==> src/rtl/sfb_pkg.sv <==
// Shared encodings for the scalefactor-band boundary sequencer: block modes,
// band counts, expected granule totals and the sequencer FSM states.
package sfb_pkg;

  // Block mode as carried in side info.
  typedef enum logic [1:0] {
    MODE_LONG    = 2'b00,
    MODE_SHORT   = 2'b01,
    MODE_MIXED   = 2'b10,
    MODE_ILLEGAL = 2'b11
  } sfb_mode_e;

  // Sample-rate index; only the all-ones code is rejected.
  localparam logic [1:0] FREQ_ILLEGAL = 2'b11;

  // Bands per granule for each block mode.
  localparam int SFB_LONG  = 22;
  localparam int SFB_SHORT = 13;
  localparam int SFB_MIXED = 17;

  // Sum of band widths per granule; the consumer checks these, not us.
  localparam int TOTAL_LONG  = 576;
  localparam int TOTAL_SHORT = 192;
  localparam int TOTAL_MIXED = 576;

  // Sequencer states.
  typedef enum logic [2:0] {
    ST_IDLE  = 3'd0,
    ST_FETCH = 3'd1,
    ST_WAIT  = 3'd2,
    ST_EMIT  = 3'd3,
    ST_DONE  = 3'd4
  } sfb_state_e;

  // Index of the final band for a (legal) block mode.
  function automatic logic [4:0] last_band(input logic [1:0] m);
    case (sfb_mode_e'(m))
      MODE_SHORT: return 5'(SFB_SHORT - 1);
      MODE_MIXED: return 5'(SFB_MIXED - 1);
      default:    return 5'(SFB_LONG - 1);
    endcase
  endfunction

endpackage

==> src/rtl/sfb_boundary_sequencer.sv <==
// Walks the band-width ROM for one granule and streams (index, start, width,
// last) records to the requantizer. One ROM read per band, no prefetch.
//
// Record handshake: sfb_valid rises with a complete, stable payload; the
// record transfers on a rising edge where sfb_valid && sfb_ready. Once raised,
// sfb_valid and the payload hold until that transfer, except on abort,
// accumulator overflow or reset, which withdraw it.
module sfb_boundary_sequencer
  import sfb_pkg::*;
#(
  parameter int ROM_LAT  = 1,
  parameter int IDX_BITS = 10
) (
  input  logic                clk,
  input  logic                rst_n,
  input  logic                start,
  input  logic [1:0]          mode,
  input  logic [1:0]          freq,
  input  logic                abort,
  output logic                busy,
  output logic                done,
  output logic                error,
  output logic                rom_en,
  output logic [8:0]          rom_addr,
  input  logic [7:0]          rom_data,
  output logic                sfb_valid,
  input  logic                sfb_ready,
  output logic [4:0]          sfb_index,
  output logic [IDX_BITS-1:0] sfb_start,
  output logic [7:0]          sfb_width,
  output logic                sfb_last,
  output sfb_state_e          dbg_state
);

  localparam int LAT_W = (ROM_LAT > 1) ? $clog2(ROM_LAT) : 1;

  sfb_state_e          state_q, state_d;
  logic [1:0]          mode_q, freq_q;
  logic [4:0]          band_q;
  logic [IDX_BITS-1:0] acc_q;
  logic [LAT_W-1:0]    lat_cnt_q;
  logic                error_q;
  logic [4:0]          idx_q;
  logic [IDX_BITS-1:0] start_q;
  logic [7:0]          width_q;
  logic                last_q;

  logic                start_legal;
  logic                data_vld;
  logic [IDX_BITS:0]   sum_w;
  logic                ovf;

  // A start is legal only when neither mode nor freq carries the illegal code.
  assign start_legal = (sfb_mode_e'(mode) != MODE_ILLEGAL) && (freq != FREQ_ILLEGAL);

  // The ROM answer arrives on the last WAIT cycle.
  assign data_vld = (state_q == ST_WAIT) && (lat_cnt_q == LAT_W'(ROM_LAT - 1));

  // One extra bit catches the sample-offset accumulator running past its range.
  assign sum_w = {1'b0, acc_q} + {{(IDX_BITS - 7){1'b0}}, width_q};
  assign ovf   = sum_w[IDX_BITS];

  // State register.
  always_ff @(posedge clk or negedge rst_n) begin
    if (!rst_n) state_q <= ST_IDLE;
    else        state_q <= state_d;
  end

  // Next-state logic; abort overrides every other transition.
  always_comb begin
    state_d = state_q;
    if (abort) begin
      state_d = ST_IDLE;
    end else begin
      case (state_q)
        ST_IDLE:  if (start && start_legal) state_d = ST_FETCH;
        ST_FETCH: state_d = ST_WAIT;
        ST_WAIT:  if (data_vld) state_d = ST_EMIT;
        ST_EMIT: begin
          if (sfb_ready) begin
            if (ovf)         state_d = ST_IDLE;
            else if (last_q) state_d = ST_DONE;
            else             state_d = ST_FETCH;
          end
        end
        ST_DONE:  state_d = ST_IDLE;
        default:  state_d = ST_IDLE;
      endcase
    end
  end

  // Datapath: latched request, band counter, accumulator, payload and error pulse.
  always_ff @(posedge clk or negedge rst_n) begin
    if (!rst_n) begin
      mode_q    <= '0;
      freq_q    <= '0;
      band_q    <= '0;
      acc_q     <= '0;
      lat_cnt_q <= '0;
      error_q   <= 1'b0;
      idx_q     <= '0;
      start_q   <= '0;
      width_q   <= '0;
      last_q    <= 1'b0;
    end else begin
      error_q <= 1'b0;
      if (abort) begin
        // Any in-flight ROM response is dropped by leaving WAIT.
        lat_cnt_q <= '0;
      end else begin
        case (state_q)
          ST_IDLE: begin
            if (start) begin
              mode_q <= mode;
              freq_q <= freq;
              if (!start_legal) begin
                error_q <= 1'b1;
              end else begin
                acc_q  <= '0;
                band_q <= '0;
              end
            end
          end
          ST_FETCH: lat_cnt_q <= '0;
          ST_WAIT: begin
            if (data_vld) begin
              width_q <= rom_data;
              start_q <= acc_q;
              idx_q   <= band_q;
              last_q  <= (band_q == last_band(mode_q));
            end else begin
              lat_cnt_q <= lat_cnt_q + LAT_W'(1);
            end
          end
          ST_EMIT: begin
            if (sfb_ready) begin
              if (ovf) begin
                error_q <= 1'b1;
              end else begin
                acc_q <= sum_w[IDX_BITS-1:0];
                if (!last_q) band_q <= band_q + 5'd1;
              end
            end
          end
          default: ;
        endcase
      end
    end
  end

  // Outputs decoded from the current state plus registered payload.
  always_comb begin
    busy      = 1'b0;
    done      = 1'b0;
    rom_en    = 1'b0;
    rom_addr  = '0;
    sfb_valid = 1'b0;
    case (state_q)
      ST_FETCH: begin
        busy     = 1'b1;
        rom_en   = 1'b1;
        rom_addr = {mode_q, freq_q, band_q};
      end
      ST_WAIT:  busy = 1'b1;
      ST_EMIT: begin
        busy      = 1'b1;
        sfb_valid = 1'b1;
      end
      ST_DONE:  done = 1'b1;
      default: ;
    endcase
  end

  assign error     = error_q;
  assign sfb_index = idx_q;
  assign sfb_start = start_q;
  assign sfb_width = width_q;
  assign sfb_last  = last_q;
  assign dbg_state = state_q;

endmodule

==> config.mk <==
export PLATFORM = sky130hd
export DESIGN_NAME = sfb_boundary_sequencer
export DESIGN_NICKNAME = d
export VERILOG_FILES = /design/src/rtl/sfb_pkg.sv /design/src/rtl/sfb_boundary_sequencer.sv
export SDC_FILE = /design/constraint.sdc
export NUM_CORES = 1
export LEC_CHECK = 0
export BUFFER_PORTS_ARGS = -buffer_cell sky130_fd_sc_hd__buf_2
export CORE_ASPECT_RATIO = 1.25
export CORE_MARGIN = 2
export CORE_UTILIZATION = 39
export CTS_BUF_LIST = sky130_fd_sc_hd__clkbuf_8
export DETAILED_ROUTE_END_ITERATION = 12
export SLEW_MARGIN = 20
export SYNTH_ARGS = -nofsm -noshare
export SYNTH_HDL_FRONTEND = slang
export SYNTH_SLANG_ARGS = --single-unit
export TNS_END_PERCENT = 10
==> constraint.sdc <==
create_clock -name clk -period 2.6 [get_ports clk]
set_input_delay 0.13 -clock clk [delete_from_list [all_inputs] [get_ports clk]]
set_output_delay 0.13 -clock clk [all_outputs]
set_load 0.01 [all_outputs]
Word level (Yosys, flattened, before mapping) --
Cells that the tools add are included.
Storage, ports and cells: bits in registers 48, bits of input ports 17, output and inout port bits 41, word-level logic and storage cells 83
Cells by class: add/subtract/negate cells 3, eq/ne operators 18, multiplexer cells 36, bitwise gates (word level) 2, reduce and logical (&&, ||, !) cells 13
Operators by type and width (number):
- 2-to-1 mux 10 bit | 4
- 2-to-1 mux 5 bit | 8
- one-hot mux 10 bit (2 select lines) | 1
- one-hot mux 5 bit (2 select lines) | 2
- 2-to-1 mux 3 bit | 6
- != test 2 bit, second input constant | 7
- != test 3 bit, second input constant | 4
- one-hot mux 3 bit (4 select lines) | 1
- adder 10 x 8 -> 11 bit | 1
- 2-to-1 mux 1 bit | 11
- 2-to-1 mux 9 bit | 1
- AND reduction 3 bit | 3
- AND reduction 7 bit | 1
- equality test 3 x 2 -> 1 bit, second input constant | 2
- AND reduction 6 bit | 1
- adder 5 x 1 -> 5 bit, second input constant | 1
- equality test 5 bit | 1
- one-hot mux 1 bit (2 select lines) | 2
- equality test 3 x 1 -> 1 bit, second input constant | 1
- equality test 3 bit, second input constant | 1
- logical AND 1 bit | 3
- logical NOT 3 bit | 1
- nonzero test 3 bit | 1
- OR reduction 3 bit | 1
- 6 further kinds | 7

Depth between registers and ports, before layout --
word-level depth 6, gate-level depth with buffers 10, gate-level depth less buffers 9

Least setup slack after synthesis --
Ideal clock, no wire load.
path type register -> register, from register width_q[0], in the netlist sfb_width[0], to register band_q[2], library setup time 0.110 ns, arrival 2.016 ns, required time 2.490 ns, slack 0.474 ns, cell stages (with the launch flop) 11, buffers on the path 1, period minus slack after synthesis 2.126 ns, path through dfrtp_1 ha_1 inv_1 fa_1 nand2b_1 a21oi_1 o2111ai_2 a31oi_1 buf_2 o21ai_0 o41ai_1
On the way: cells in the longest elaborated chain, start to end 3
RTL lines:
- start: declaration | line sfb_boundary_sequencer.sv:45 | logic [7:0] width_q;
- start signal: assignment | line sfb_boundary_sequencer.sv:127 | width_q <= rom_data;
- adder 10 x 8 -> 11 bit | line sfb_boundary_sequencer.sv:60 | assign sum_w = {1'b0, acc_q} + {{(IDX_BITS - 7){1'b0}}, width_q};
- != test 2 bit (no line)
- AND reduction 7 bit (no line)
- end signal: assignment | line sfb_boundary_sequencer.sv:141 | if (!last_q) band_q <= band_q + 5'd1;
- end: declaration | line sfb_boundary_sequencer.sv:39 | logic [4:0] band_q;
No other way between the ends. A chain may end at the register's enable or synchronous reset.

Worst setup path in the final report --
from register width_q[0], in the netlist sfb_width[0], to register band_q[3]
The elaborated chain is that of the path after synthesis.

==> summary.md <==
| Metric | Value |
|---|---|
| Total Wirelength | `a little over 5000 µm` |
| Port buffer count | `57` |
| CTS tree | `yes` |
| Clk Tree Root Cell | `clkbuf_8` |
| Clock Skew | `0.01093 ns` |
| Number of H-tree levels | `2` |
| CTS max path bufs | `2` |
| Syn Nets | `around 260` |
| Num ports | `just under 60` |
| Setup crit end kind | `register` |
| PwrDens | `679.1 mW/mm²` |
| Placer Congestion | `between 0.8 and 0.9` |
| Arrival time at the worst endpoint | `~2.5 ns` |
| Sequential Power Share | `0.455` |
| Worst path bufs/invs | `2` |
| Sequential share of the synthesized area | `0.4798` |
| Worst r2r src | `sfb_width[0]$_DFFE_PN0P_` |
| Final period util | `0.8882` |
| Chip Width | `75.67 µm` |
| Main synth FF type | `dfrtp_1` |
| Vias per inst | `~5.0` |
| Critical Path End | `band_q[3]$_DFFE_PN0P_` |
| Critical path origin | `sfb_width[0]$_DFFE_PN0P_` |
| Relative slew slack | `0.6218` |
| RSZ-0062 raised after global routing | `no` |
| Leak Pwr | `around 1.5 nW` |
| Slowest cell on crit path | `fa_1` |
| Critical path, cell by cell | `ha_1 -> inv_1 -> fa_1 -> nand2b_1 -> a21oi_1 -> o2111ai_2 -> a31oi_1 -> buf_4 -> o21ai_0 -> o31ai_1` |
| Commonest non-fill, non-tap cell in the layout | `buf_2` |
| Commonest cells after routing, fill and taps aside | `57 x buf_2, 48 x dfrtp_1, 24 x mux2_2, 16 x nand2_1, 15 x nor2_1` |
| Register bit total from synthesis | `48` |
| Total track usage | `0.1539` |
| 1st-iter DRT viols | `28` |
| Clock Sink Count | `48` |
| Outcome | `finished, final reports clean` |
| Post-Syn Area | `0.002504 mm²` |
| Crit path launch type | `register` |
| CP delay by family, top | `compound AO/OA/AOI/OAI gates` |
| Register area | `approximately 0.0012 mm²` |
| Synth warn | `0` |
| Clock power share | `0.287` |
| Ant diodes | `0` |
| Post-synth EDFFs | `0` |
| CP Depth | `10` |
| Synth unique cells | `45` |
| Mean area per synthesized cell | `10.93 µm²` |
| CTS resizes | `0` |
| Die footprint | `between 0.007 and 0.008 mm²` |
| Grt total ovfl | `0` |
| Final Util | `0.4835` |
| Fin Setup TNS | `0 ns` |
| Multi-input logic area | `around 0.0012 mm²` |
| Fin crit period | `roughly 2.3 ns` |
| Die height | `~94 µm` |
| Area delta synth->final | `19.84%` |
| Mapped Cells | `approximately 230` |
| # fillers | `594` |
| DR WL/cell | `13.52 µm` |
| Initial antenna violation count | `0` |
| Setup slack after layout | `between 0.2 and 0.3 ns` |
| Worst EP required | `about 2.8 ns` |
| R2R depth | `10` |
| DRC | `0` |
| FF-to-FF End | `band_q[3]$_DFFE_PN0P_` |
| Max_cap viols | `0` |
| Pin count of the biggest net entering global routing | `26` |
| Placement row count | `32` |
| Hold Fails Final Rpt | `0` |
| Async S/R FF share, synth | `1.000` |
| WS Path Type | `register to register` |
| Core area | `approximately 0.0062 mm²` |
| Max VDD drop | `0.3180 mV` |
| Critical Path Fanout Max | `20` |
| Reg-to-reg slack, setup | `approximately 0.29 ns` |
| Internal Pwr Total | `1.434 mW` |
| Achievable Freq | `about 0.43 GHz` |
| Vias in the first global route | `approximately 1.8k` |
| Layout Cell Area excl Fill | `0.003000 mm²` |
| Total power | `a little over 2 mW` |
| Nets | `~320` |
| Part of the power in combinational logic | `0.257` |
| HP Class | `input port to register` |
| Final setup vio count | `0` |
| Worst-Margin Slew | `about 0.57 ns` |
| Total vias in the final route | `around 1.9k` |
| Final Slew Violations | `0` |
| Fraction of layout cells with a size suffix above 1 | `0.3542` |
| Cts bufs inserted | `5` |
| DP Area | `0.002864 mm²` |
| Reg clk slew, reported paths | `approximately 0.090 ns` |
| Peak per-stage delay on the critical path | `0.39 ns` |
| Switching Power | `603.2 µW` |
| Switching share of power | `0.2960` |
| Detailed Routing Iterations Pass 1 | `4` |
| Hpwl dp | `3699 µm` |
| Initial Util | `0.4034` |
| Clock Latency Late Sink | `~0.3 ns` |
| Final ANT Viol Nets | `0` |
| DP Worst Slack | `0.2800 ns` |
| Global-route wire length before repair | `~8300 µm` |
[cells by family (layout without fill, tap and decap cells)]
family,after synthesis,in the layout,synth area share
compound gates,47,47,0.1219
xor+xnor,9,9,0.03148
fa+ha+maj,12,12,0.06297
buf+inv,21,80,0.04448
flops,48,48,0.4798
mux,25,25,0.1119
simple gates,67,67,0.1474
[how the worst min path moves through the flow]
stage / to / start / slack (ns) / depth (start not counted)
global placement: error$_DFF_PN0_ / rst_n / 0.15 / 1
finish: sfb_width[1]$_DFFE_PN0P_ / rom_data[1] / 0.04 / 3
CTS: sfb_width[1]$_DFFE_PN0P_ / rom_data[1] / 0.03 / 3
global route: sfb_width[1]$_DFFE_PN0P_ / rom_data[1] / 0.02 / 3
detailed placement: freq_q[0]$_DFFE_PN0P_ / rst_n / 0.15 / 1
floorplan: acc_q[0]$_DFFE_PN0P_ / rst_n / -0.17 / 0
[registers in the layout, indices dropped and copies added (netlist names)]
| signal | cells |
|---|---|
| mode_q | 2 |
| dbg_state | 3 |
| lat_cnt_q | 1 |
| sfb_width | 8 |
| freq_q | 2 |
| acc_q | 10 |
| sfb_last | 1 |
| error | 1 |
| sfb_index | 5 |
| band_q | 5 |
| sfb_start | 10 |
[worst reg2reg max path, cell delays in order (launching register included)]
cell and delay (ns):
dfrtp_1 0.37, ha_1 0.17, inv_1 0.05, fa_1 0.39, nand2b_1 0.18, a21oi_1 0.23, o2111ai_2 0.21, a31oi_1 0.17
buf_4 0.25, o21ai_0 0.12, o31ai_1 0.08
[per-stage QoR]
stage,hold WS [ns],cells
global placement,0.1520,364
CTS,0.03189,373
floorplan,-0.1656,229
finish,0.03854,373
global route,0.02451,373
detailed placement,0.1534,364
[cell type report]
type / count / area share
Multi-Input combinational cell: 160 / 0.3970
Sequential cell: 48 / 0.4003
Clock buffer: 7 / 0.03211
Clock inverter: 1 / 0.01001
Timing Repair Buffer: 62 / 0.1126
Inverter: 10 / 0.01251
Tap cell: 85 / 0.03545
[cells in the mapped netlist (2+ instances only)]
cell type,number,area [µm²]
a21oi_1,10,50.05
a22oi_1,2,15.01
a31oi_1,4,25.02
and2_1,11,68.82
and3_1,2,12.51
buf_2,5,25.02
buf_4,3,22.52
buf_6,2,22.52
dfrtp_1,48,1201
ha_1,11,137.6
inv_1,10,37.54
mux2_2,24,270.3
nand2_1,16,60.06
nand2b_1,3,18.77
nand3_1,3,15.01
nor2_1,15,56.30
nor3b_1,2,15.01
o21ai_0,14,70.07
o31ai_1,9,67.56
or2_2,2,12.51
or3_1,2,12.51
xnor2_1,4,35.03
xor2_1,5,43.79
[power by group through the flow]
stage	Combinational (mW)	Sequential (mW)	Clock [mW]
3_5_place_dp	0.530	0.945	0
3_3_place_gp	0.525	0.942	0
2_1_floorplan	0.326	0.959	0
5_1_grt	0.590	0.943	0.628
4_1_cts	0.532	0.930	0.607
6_report	0.524	0.928	0.585
[timing repair]
| action | 4_1_cts | 5_1_grt |
|---|---|---|
| hold buffers | 1 | 0 |
| hold endpoints to repair | 23 | 0 |
| setup buffers | 0 | 0 |
[metal layers]
| metal | GRT usage | up-vias | part of all wire | routed length, µm |
|---|---|---|---|---|
| met3 | 0.03772 | 9 | 0.043 | 216 |
| met4 | 0.04971 | 0 | 0.016 | 80 |
| met1 | 0.1997 | 894 | 0.46 | 2335 |
| met5 | 0 | - | 0 | 0 |
| met2 | 0.2486 | 45 | 0.48 | 2411 |
| li1 | - | 926 | - | - |
Power figures use the tool's default switching activity.
